$ cat config.mk
export PLATFORM = sky130hd
export DESIGN_NAME = wb_host_initiator
export DESIGN_NICKNAME = d
export VERILOG_FILES = /design/src/rtl/wb_host_pkg.sv /design/src/rtl/wb_cmd_fifo.sv /design/src/rtl/wb_host_initiator.sv
export SDC_FILE = /design/constraint.sdc
export NUM_CORES = 1
export LEC_CHECK = 0
export BUFFER_PORTS_ARGS = -buffer_cell sky130_fd_sc_hd__buf_2
export CAP_MARGIN = 20
export CORE_MARGIN = 3
export CORE_UTILIZATION = 35
export DETAILED_ROUTE_END_ITERATION = 10
export PLACE_DENSITY_LB_ADDON = 0.05
export SLEW_MARGIN = 5
export SYNTH_ARGS = -nofsm -noshare
export SYNTH_HDL_FRONTEND = slang
export SYNTH_SLANG_ARGS = --single-unit
$ cat constraint.sdc
create_clock -name wb_clk_i -period 3.4 [get_ports wb_clk_i]
set_input_delay 0.34 -clock wb_clk_i [delete_from_list [all_inputs] [get_ports wb_clk_i]]
set_output_delay 0.34 -clock wb_clk_i [all_outputs]
set_load 0.05 [all_outputs]
$ cat src/rtl/wb_host_pkg.sv
// Shared types and defaults for the Wishbone host initiator.
//   wb_cmd_t   : one queued command {we, adr, dat, sel}, 69 bits packed
//   wb_state_t : bus sequencer states
//   *_DEFAULT  : default parameter values for the top module
package wb_host_pkg;

  typedef struct packed {
    logic        we;
    logic [31:0] adr;
    logic [31:0] dat;
    logic [3:0]  sel;
  } wb_cmd_t;

  typedef enum logic [1:0] {
    IDLE = 2'd0,
    BUS  = 2'd1,
    RSP  = 2'd2
  } wb_state_t;

  localparam int unsigned TIMEOUT_CYCLES_DEFAULT = 255;
  localparam logic [31:0] CFG_ADDRESS_DEFAULT    = 32'h300F_FFFC;
  localparam int unsigned TMO_WIDTH              = 16;

endpackage

$ cat src/rtl/wb_cmd_fifo.sv
// Synchronous command FIFO holding wb_cmd_t entries.
// Ports:
//   clk, rst_n : clock, asynchronous active-low reset (flushes the FIFO)
//   push, din  : write request and entry
//   pop, dout  : read request and head entry (show-ahead)
//   full, empty: status flags
// Pointers carry one extra wrap bit to tell full from empty. A push while
// full is taken only when a pop happens on the same edge.
module wb_cmd_fifo
  import wb_host_pkg::*;
#(
  parameter int unsigned DEPTH = 4
) (
  input  logic    clk,
  input  logic    rst_n,
  input  logic    push,
  input  wb_cmd_t din,
  input  logic    pop,
  output wb_cmd_t dout,
  output logic    full,
  output logic    empty
);

  localparam int unsigned AW = (DEPTH > 2) ? $clog2(DEPTH) : 1;

  wb_cmd_t       mem [DEPTH];
  logic [AW:0]   wr_ptr;
  logic [AW:0]   rd_ptr;
  logic          do_push;
  logic          do_pop;

  assign empty   = (wr_ptr == rd_ptr);
  assign full    = (wr_ptr[AW] != rd_ptr[AW]) &&
                   (wr_ptr[AW-1:0] == rd_ptr[AW-1:0]);
  assign do_pop  = pop && !empty;
  assign do_push = push && (!full || do_pop);
  assign dout    = mem[rd_ptr[AW-1:0]];

  always_ff @(posedge clk or negedge rst_n) begin
    if (!rst_n) begin
      wr_ptr <= '0;
      rd_ptr <= '0;
    end else begin
      if (do_push) wr_ptr <= wr_ptr + {{AW{1'b0}}, 1'b1};
      if (do_pop)  rd_ptr <= rd_ptr + {{AW{1'b0}}, 1'b1};
    end
  end

  always_ff @(posedge clk) begin
    if (do_push) mem[wr_ptr[AW-1:0]] <= din;
  end

endmodule

$ cat src/rtl/wb_host_initiator.sv
// Wishbone classic single-access initiator driving the wbs_* port of the
// user-project wrapper. Commands are queued in a FIFO, executed one bus
// cycle each with a per-access timeout, and answered on a response port.
// Ports:
//   wb_clk_i, wb_rst_n_i           : clock, async active-low reset
//   cmd_valid_i/cmd_ready_o         : command handshake
//   cmd_we_i/adr_i/dat_i/sel_i      : command fields
//   rsp_valid_o/rsp_ready_i         : response handshake
//   rsp_dat_o, rsp_err_o            : read data (0 for writes/timeouts), timeout flag
//   cfg_hit_o                       : 1-cycle pulse on acked write to CFG_ADDRESS
//   busy_o                          : sequencer active or commands queued
//   wbm_*                           : Wishbone initiator signals
module wb_host_initiator
  import wb_host_pkg::*;
#(
  parameter int unsigned FIFO_DEPTH     = 4,
  parameter int unsigned TIMEOUT_CYCLES = TIMEOUT_CYCLES_DEFAULT,
  parameter logic [31:0] CFG_ADDRESS    = CFG_ADDRESS_DEFAULT
) (
  input  logic        wb_clk_i,
  input  logic        wb_rst_n_i,
  input  logic        cmd_valid_i,
  output logic        cmd_ready_o,
  input  logic        cmd_we_i,
  input  logic [31:0] cmd_adr_i,
  input  logic [31:0] cmd_dat_i,
  input  logic [3:0]  cmd_sel_i,
  output logic        rsp_valid_o,
  input  logic        rsp_ready_i,
  output logic [31:0] rsp_dat_o,
  output logic        rsp_err_o,
  output logic        cfg_hit_o,
  output logic        busy_o,
  output logic        wbm_cyc_o,
  output logic        wbm_stb_o,
  output logic        wbm_we_o,
  output logic [3:0]  wbm_sel_o,
  output logic [31:0] wbm_adr_o,
  output logic [31:0] wbm_dat_o,
  input  logic        wbm_ack_i,
  input  logic [31:0] wbm_dat_i
);

  localparam logic [TMO_WIDTH-1:0] TMO_LAST = TMO_WIDTH'(TIMEOUT_CYCLES - 1);

  wb_state_t            state;
  wb_state_t            state_nxt;
  wb_cmd_t              fifo_din;
  wb_cmd_t              head;
  logic                 fifo_full;
  logic                 fifo_empty;
  logic                 fifo_has_q;
  logic                 push;
  logic                 pop;
  logic                 bus_ack;
  logic                 bus_tmo;
  logic [TMO_WIDTH-1:0] tmo_cnt;

  assign fifo_din = {cmd_we_i, cmd_adr_i, cmd_dat_i, cmd_sel_i};

  // Ready depends only on state and FIFO pointers. A slot being popped this
  // cycle counts as free, so a push at full is taken alongside the pop.
  assign cmd_ready_o = !fifo_full || pop;
  assign push        = cmd_valid_i && cmd_ready_o;
  assign busy_o      = (state != IDLE) || !fifo_empty;

  wb_cmd_fifo #(
    .DEPTH (FIFO_DEPTH)
  ) u_fifo (
    .clk   (wb_clk_i),
    .rst_n (wb_rst_n_i),
    .push  (push),
    .din   (fifo_din),
    .pop   (pop),
    .dout  (head),
    .full  (fifo_full),
    .empty (fifo_empty)
  );

  // Registered not-empty view: a freshly written entry becomes eligible one
  // cycle after it lands, so the bus starts two edges after acceptance.
  always_ff @(posedge wb_clk_i or negedge wb_rst_n_i) begin
    if (!wb_rst_n_i) fifo_has_q <= 1'b0;
    else             fifo_has_q <= !fifo_empty;
  end

  always_ff @(posedge wb_clk_i or negedge wb_rst_n_i) begin
    if (!wb_rst_n_i) state <= IDLE;
    else             state <= state_nxt;
  end

  always_comb begin
    state_nxt = state;
    pop       = 1'b0;
    bus_ack   = 1'b0;
    bus_tmo   = 1'b0;
    unique case (state)
      IDLE: begin
        if (fifo_has_q && !fifo_empty) begin
          pop       = 1'b1;
          state_nxt = BUS;
        end
      end
      BUS: begin
        if (wbm_ack_i) begin
          bus_ack   = 1'b1;
          state_nxt = RSP;
        end else if (tmo_cnt == TMO_LAST) begin
          bus_tmo   = 1'b1;
          state_nxt = RSP;
        end
      end
      RSP: begin
        if (rsp_ready_i) state_nxt = IDLE;
      end
      default: state_nxt = IDLE;
    endcase
  end

  always_ff @(posedge wb_clk_i or negedge wb_rst_n_i) begin
    if (!wb_rst_n_i) begin
      wbm_cyc_o   <= 1'b0;
      wbm_stb_o   <= 1'b0;
      wbm_we_o    <= 1'b0;
      wbm_sel_o   <= '0;
      wbm_adr_o   <= '0;
      wbm_dat_o   <= '0;
      tmo_cnt     <= '0;
      rsp_valid_o <= 1'b0;
      rsp_dat_o   <= '0;
      rsp_err_o   <= 1'b0;
      cfg_hit_o   <= 1'b0;
    end else begin
      cfg_hit_o <= 1'b0;
      if (pop) begin
        wbm_cyc_o <= 1'b1;
        wbm_stb_o <= 1'b1;
        wbm_we_o  <= head.we;
        wbm_adr_o <= head.adr;
        wbm_dat_o <= head.dat;
        wbm_sel_o <= head.sel;
        tmo_cnt   <= '0;
      end
      if (state == BUS) begin
        if (tmo_cnt != '1) tmo_cnt <= tmo_cnt + TMO_WIDTH'(1);
        if (bus_ack || bus_tmo) begin
          wbm_cyc_o   <= 1'b0;
          wbm_stb_o   <= 1'b0;
          rsp_valid_o <= 1'b1;
          rsp_err_o   <= bus_tmo;
          rsp_dat_o   <= (bus_ack && !wbm_we_o) ? wbm_dat_i : '0;
        end
        if (bus_ack && wbm_we_o && (wbm_adr_o == CFG_ADDRESS)) cfg_hit_o <= 1'b1;
      end
      if ((state == RSP) && rsp_ready_i) rsp_valid_o <= 1'b0;
    end
  end

endmodule
==> out/metrics.yaml, run 1 <==
status:
  outcome: "complete, no violations"
sta:
  fin_setup_tns_ns: 0
  slew_viol_final: 0
  finalSetupViolCount: 0
  worst_pin_slew_ns: 1.01
  slew_headroom_pct: 32.5
  hold_ws_ns: 0.0155
  hold_violations: 0
  rsz0062_at_grt: "false"
  period_share_pct: 80.3
  max_clock_freq_ghz: 0.366
  skew_ns: 0.0180
  period_minus_slack_ns: 2.73
critical_path:
  cp.arrival_ns: 2.96
  startpoint_type: "flop"
  r2r_end: "u_fifo.mem[3][45]"
  critical_path_class: "flop to flop"
  cpMaxStageDelayCell: "and3_4"
  reg2reg_depth: 4
  cp-startpoint: "state[1]"
  timing.rr.start: "state[1]"
  cp_data_required_time_ns: 3.63
  crit_end: "u_fifo.mem[3][45]"
  crit_chain: "nor3b_1 > or4_1 > and3_4 > buf_4"
  rrSetupSlack_ns: 0.67
  crit_path_end_kind: "flop"
  slowest_delay_ns: 0.80
  cp_max_fo: 53
power:
  peakVddDrop_mv: 0.736
  leakage_nw: 7.41
  power_density_nw_per_um2: 989
cells_and_area:
  stdcell_area_um2: 19600
  final_common_cell: "edfxtp_1"
  seq_area_um2: 11600
  fin_util_pct: 45.3
  final_nets: 1223
  most-common-layout-cells: "276 x edfxtp_1, 212 x buf_2, 129 x dfrtp_1"
  multi_input_area_um2: 3620
  fillerInstances: 3800
  area_growth_pct: 27.5
  drive_gt1_share_pct: 38.4
  instances_no_fill: 1734
synth:
  ys.warnings.count: 0
  synth-main-ff-cell: "edfxtp_1"
  synth_edf_count: 276
  synth-seq-cells: 407
  syn_area_um2: 15400
  syn_nets: 880
  synth_cells: 767
  async_flop_share_pct: 32.2
  ys_types: 48
  syn_area_per_cell_um2: 20.1
  synth_seq_area_share_pct: 75.2
floorplan:
  ios: 214
  dieHeight_um: 216
  core_um2: 43300
  die_area_um2: 46500
  initial_core_util_pct: 35.6
  die_w_um: 216
  row_count: 76
clock_network:
  clkLatencyLatePin_ns: 0.57
  numCtsBuffers: 45
  cts_buffer_depth: 3
  cts_tree: "built"
  cts_setup_buffers: 0
  clk_pin_slew_ns: 0.06
  clock-sinks: 407
  htreeDepth: 2
  root_buffer: "clkbuf_16"
detailed_routing:
  detail_route.wl_per_cell_um: 20.4
  num_vias: 8274
  post-route-drc-count: 0
  wirelength_um: 35400
  via_per_inst: 4.77
  firstDrtPassIters: 5
  first_iter_violations: 476
  ant_nets: 0
flow_run:
  cap_violations: 0
grt:
  grt_pass1_wl_um: 55200
  grt_max_degree: 72
  antenna_found_initial: 4
  gr-total-overflow: 0
  grt_pass1_vias: 9026
  grt_usage_pct: 15.5
place:
  io_buffers: 213
  dp_hpwl_um: 21000
  place_area_um2: 17200
  dp_cells: 1545
  gp_congestion: 0.752
min_path:
  holdCritPathClass: "input port to flop"
registers in the layout, summed over array words and instances, names as in the netlist, 3 cells and up:
signal,flops
u_fifo.wr_ptr,3
wbm_sel_o,4
tmo_cnt,16
u_fifo.rd_ptr,3
rsp_dat_o,32
wbm_adr_o,32
u_fifo.mem,276
wbm_dat_o,32
report_power, final:
part	total [mW]	internal (mW)	switching (mW)
clock	4.54	2.60	1.94
sequential	7.42	6.81	0.610
combinational	7.43	2.77	4.66
total	19.4	12.2	7.21
worst min-delay path by stage:
stage / startpoint / endpoint / slack (ns) / depth (start not counted)
after floorplan: wb_rst_n_i / cfg_hit_o / 0.04 / 0
after global placement: wb_rst_n_i / rsp_dat_o[27] / 0.45 / 1
after detailed placement: wb_rst_n_i / rsp_dat_o[27] / 0.45 / 1
after CTS: rsp_ready_i / state[1] / 0.003 / 2
after global routing: rsp_ready_i / state[1] / 0.05 / 2
final: rsp_ready_i / state[1] / 0.02 / 2
synthesized netlist by cell type, drive strengths merged, types with 4 or more instances:
master / instances / area (um2)
a21oi: 10 / 53.8
a22o: 33 / 289
and3: 6 / 42.5
buf: 26 / 155
clkbuf: 10 / 38.8
dfrtp: 131 / 3280
edfxtp: 276 / 8290
ha: 7 / 87.6
inv: 7 / 26.3
mux2: 70 / 833
mux4: 69 / 1550
nand2: 17 / 66.3
nand3: 7 / 35.0
nand4: 12 / 75.1
nor2: 15 / 56.3
nor3: 7 / 35.0
o21ai: 19 / 98.8
xnor2: 4 / 35.0
xor2: 5 / 43.8
per-layer routing:
| layer | wire length [um] | vias up | GRT usage [%] |
|---|---|---|---|
| met4 | 818 | 4 | 5.00 |
| met1 | 15600 | 4227 | 20.6 |
| li1 | - | 3784 | - |
| met2 | 17000 | 200 | 25.4 |
| met5 | 27 | - | 0 |
| met3 | 1830 | 59 | 3.44 |
layout make-up:
class	count	share of cell area, %
repair buffers	332	11.7
clock inverters	20	0.734
flip-flops and latches	407	59.0
clock buffers	64	6.26
well taps	585	3.73
diodes	2	0.0255
inverters	7	0.134
multi-input cells	317	18.4
per-stage QoR:
stage	setup slack (ns)	total power, mW
global placement	0.686	15.0
floorplan	0.105	13.0
CTS	0.590	19.8
finish	0.670	19.4
detailed placement	0.624	15.0
global route	0.441	20.5
worst max-delay path, delay by kind of cell, from the launching register on:
kind / cells / cell delay, ns
buffers and inverters: 1 / 0.42
and+or+nand+nor: 3 / 1.51
DFF: 1 / 0.41
repair_timing:
action	in CTS	in global routing
hold buffers	103	0
resized for setup	0	0
endpoints found under the hold margin	376	0
kinds of logic (layout without fill, tap and decap cells):
kind of cell	Yosys count	after routing	synth area share, %
other	0	2	0
and+or+nand+nor	81	81	2.90
muxes	141	141	15.6
DFF	407	407	75.2
adders and majority gates	7	7	0.569
AOI/OAI and AO/OA	79	79	3.77
buffers and inverters	43	423	1.43
xor gates and xnor gates	9	9	0.512
Note: power is estimated with default switching activity, not from simulation.
==> inputs of run 2 (changes only) <==
==> constraint.sdc (replaced) <==
create_clock -name wb_clk_i -period 2.45 [get_ports wb_clk_i]
set_input_delay 0.245 -clock wb_clk_i [delete_from_list [all_inputs] [get_ports wb_clk_i]]
set_output_delay 0.245 -clock wb_clk_i [all_outputs]
set_load 0.05 [all_outputs]
==> run 2 against run 1 <==
  * Sequential share of layout area shrank 1.3 points
  * Wire length rose by 3.2%
  * Utilization grew 1.0 points
  * Sequential power increased by 39%
  * Clock-buffer cell count did not move
  * Worst hold slack improved by 0.098 ns
  * Total power is 43% higher
  * Critical path depth is the same
  * Clock skew shrank 0.0065 ns
  * Via count grew 1.8%
  * Flip-flop and latch count stayed put
  * Critical path type is now flop to primary output
==> out/metrics.yaml, run 2 (synthesis gave the netlist of run 1 again) <==
power:
  leakage_nw: 7.60  # +2.5%
  power_density_nw_per_um2: 1380  # +40%
  total_power_mw: 27.7  # +43%
  peakVddDrop_mv: 0.903  # +23%
detailed_routing:
  wirelength_um: 36500  # +3.2%
  via_per_inst: 4.82  # +1.0%
  first_iter_violations: 476  # unchanged
  ant_nets: 0  # unchanged
  post-route-drc-count: 0  # unchanged
  detail_route.wl_per_cell_um: 20.9  # +2.4%
  num_vias: 8427  # +1.8%
  firstDrtPassIters: 4  # -1
cells_and_area:
  most-common-layout-cells: "276 x edfxtp_1, 210 x buf_2, 129 x dfrtp_1"
  area_growth_pct: 30.3
  final_nets: 1238  # +1.2%
  fin_util_pct: 46.3  # +1.0 points
  largest_register_ffs: 276  # unchanged
  drive_gt1_share_pct: 39.8  # +1.4 points
  stdcell_area_um2: 20000  # +2.2%
  final_common_cell: "edfxtp_1"
  instances_no_fill: 1748  # +0.81%
sta:
  hold_violations: 0  # unchanged
  max_clock_freq_ghz: 0.415
  slew_viol_final: 0  # unchanged
  fin_setup_tns_ns: 0  # unchanged
  worst_pin_slew_ns: 0.647  # -0.366 ns
  timing.final.ws_setup_ns: 0.0402  # -0.629 ns
  finalSetupViolCount: 0  # unchanged
  rsz0062_at_grt: "true"
  slew_headroom_pct: 56.9  # +24 points
  period_share_pct: 98.4
  skew_ns: 0.0115  # -0.00651 ns
  hold_ws_ns: 0.113  # +0.0978 ns
  period_minus_slack_ns: 2.41
floorplan:
  initial_core_util_pct: 35.6  # unchanged
  core_um2: 43300  # unchanged
  dieHeight_um: 216  # unchanged
  ios: 214  # unchanged
  row_count: 76  # unchanged
  die_area_um2: 46500  # unchanged
  die_w_um: 216  # unchanged
critical_path:
  reg2reg_depth: 4  # unchanged
  critical_path_class: "flop to primary output"
  crit_chain: "xor2_2 > or3_4 > or3_4 > buf_6"
  cp_max_fo: 3  # -94%
  crit_path_frequent_cell: "or3_4"
  cp_data_required_time_ns: 2.20  # -1.43 ns
  startpoint_type: "flop"
  rrSetupSlack_ns: 0.38  # -0.29 ns
  cpMaxStageDelayCell: "dfrtp_4"
  cp.arrival_ns: 2.16  # -0.80 ns
  slowest_delay_ns: 0.50  # -0.30 ns
  crit_path_end_kind: "primary output"
clock_network:
  numCtsBuffers: 45  # unchanged
  cts_tree: "built"
  root_buffer: "clkbuf_16"
  cts_buffer_depth: 3  # unchanged
  htreeDepth: 2  # unchanged
  clk_pin_slew_ns: 0.06  # about the same
  clock-sinks: 407  # unchanged
  clkLatencyLatePin_ns: 0.56  # about the same
grt:
  grt_max_degree: 72  # unchanged
  grt_usage_pct: 16.0  # +0.55 points
  grt_pass1_vias: 9217  # +2.1%
  grt_pass1_wl_um: 57100  # +3.5%
  antenna_found_initial: 2  # -2
  gr-total-overflow: 0  # unchanged
status:
  outcome: "complete, no violations"
place:
  dp_cells: 1558  # +0.84%
  post-place-ws_ns: 0.240  # -0.384 ns
  gp_congestion: 0.798  # +6.1%
  dp_hpwl_um: 22100  # +5.1%
  place_area_um2: 17500  # +1.7%
  io_buffers: 213  # unchanged
flow_run:
  cap_violations: 0  # unchanged
min_path:
  holdCritPathClass: "input port to flop"
  min_path_cells: 3  # +1
-- run 2: changes by cell type in the layout (fill, tap and decap cells not counted), moves of 2 or more --
cell,change
or3_1,-2
clkbuf_8,+3
buf_12,+15
buf_2,-2
clkinv_2,-2
or3_4,+2
bufinv_16,+2
clkbuf_1,-4
-- run 2: metal layers --
metal,vias up,track usage [%],wire length (um)
met5,-,0,13
met4,2,4.67,753
met3,59,3.79,2110
met2,211,26.3,17600
met1,4334,21.4,16100
li1,3821,-,-
-- run 2: cell type report --
cell class | count | area [um2]
Antenna cell | 1 | 2.50
Clock buffer | 64 | 1280
Clock inverter | 20 | 194
Fill cell | 3718 | 23200
Inverter | 7 | 26.3
Multi-Input combinational cell | 317 | 3640
Sequential cell | 407 | 11600
Tap cell | 585 | 732
Timing Repair Buffer | 347 | 2600
-- run 2: final timing paths --
check                            startpoint           endpoint
min                             cmd_valid_i   u_fifo.wr_ptr[0]
max reg2reg                u_fifo.rd_ptr[0]  u_fifo.mem[3][39]
max in group asynchronous        wb_rst_n_i      wbm_dat_o[16]
min in group asynchronous        wb_rst_n_i         tmo_cnt[9]
min reg2reg                       wbm_stb_o          wbm_stb_o
max                        u_fifo.rd_ptr[0]             busy_o
-- run 2: where the power goes --
group / leakage (nW) / internal, mW / total (mW) / switching [mW]
sequential: 4.14 / 9.44 / 10.3 / 0.882
combinational: 2.74 / 4.21 / 10.8 / 6.55
clock: 0.719 / 3.97 / 6.66 / 2.69
-- run 2: timing repair --
item / CTS / global route
pin swaps: 0 / 1
setup endpoints to repair: 1 / 2
endpoints found under the hold margin: 356 / 0
hold buffers: 104 / 0
gates resized for setup: 3 / 4
buffers inserted: 0 / 1
-- run 2: worst max-delay path: cells and delay by family, from the launching register on --
kind	cells	cell delay (ns)
buffers and inverters	1	0.16
flip-flops	1	0.50
AND/OR/NAND/NOR	2	0.75
XOR/XNOR	1	0.19
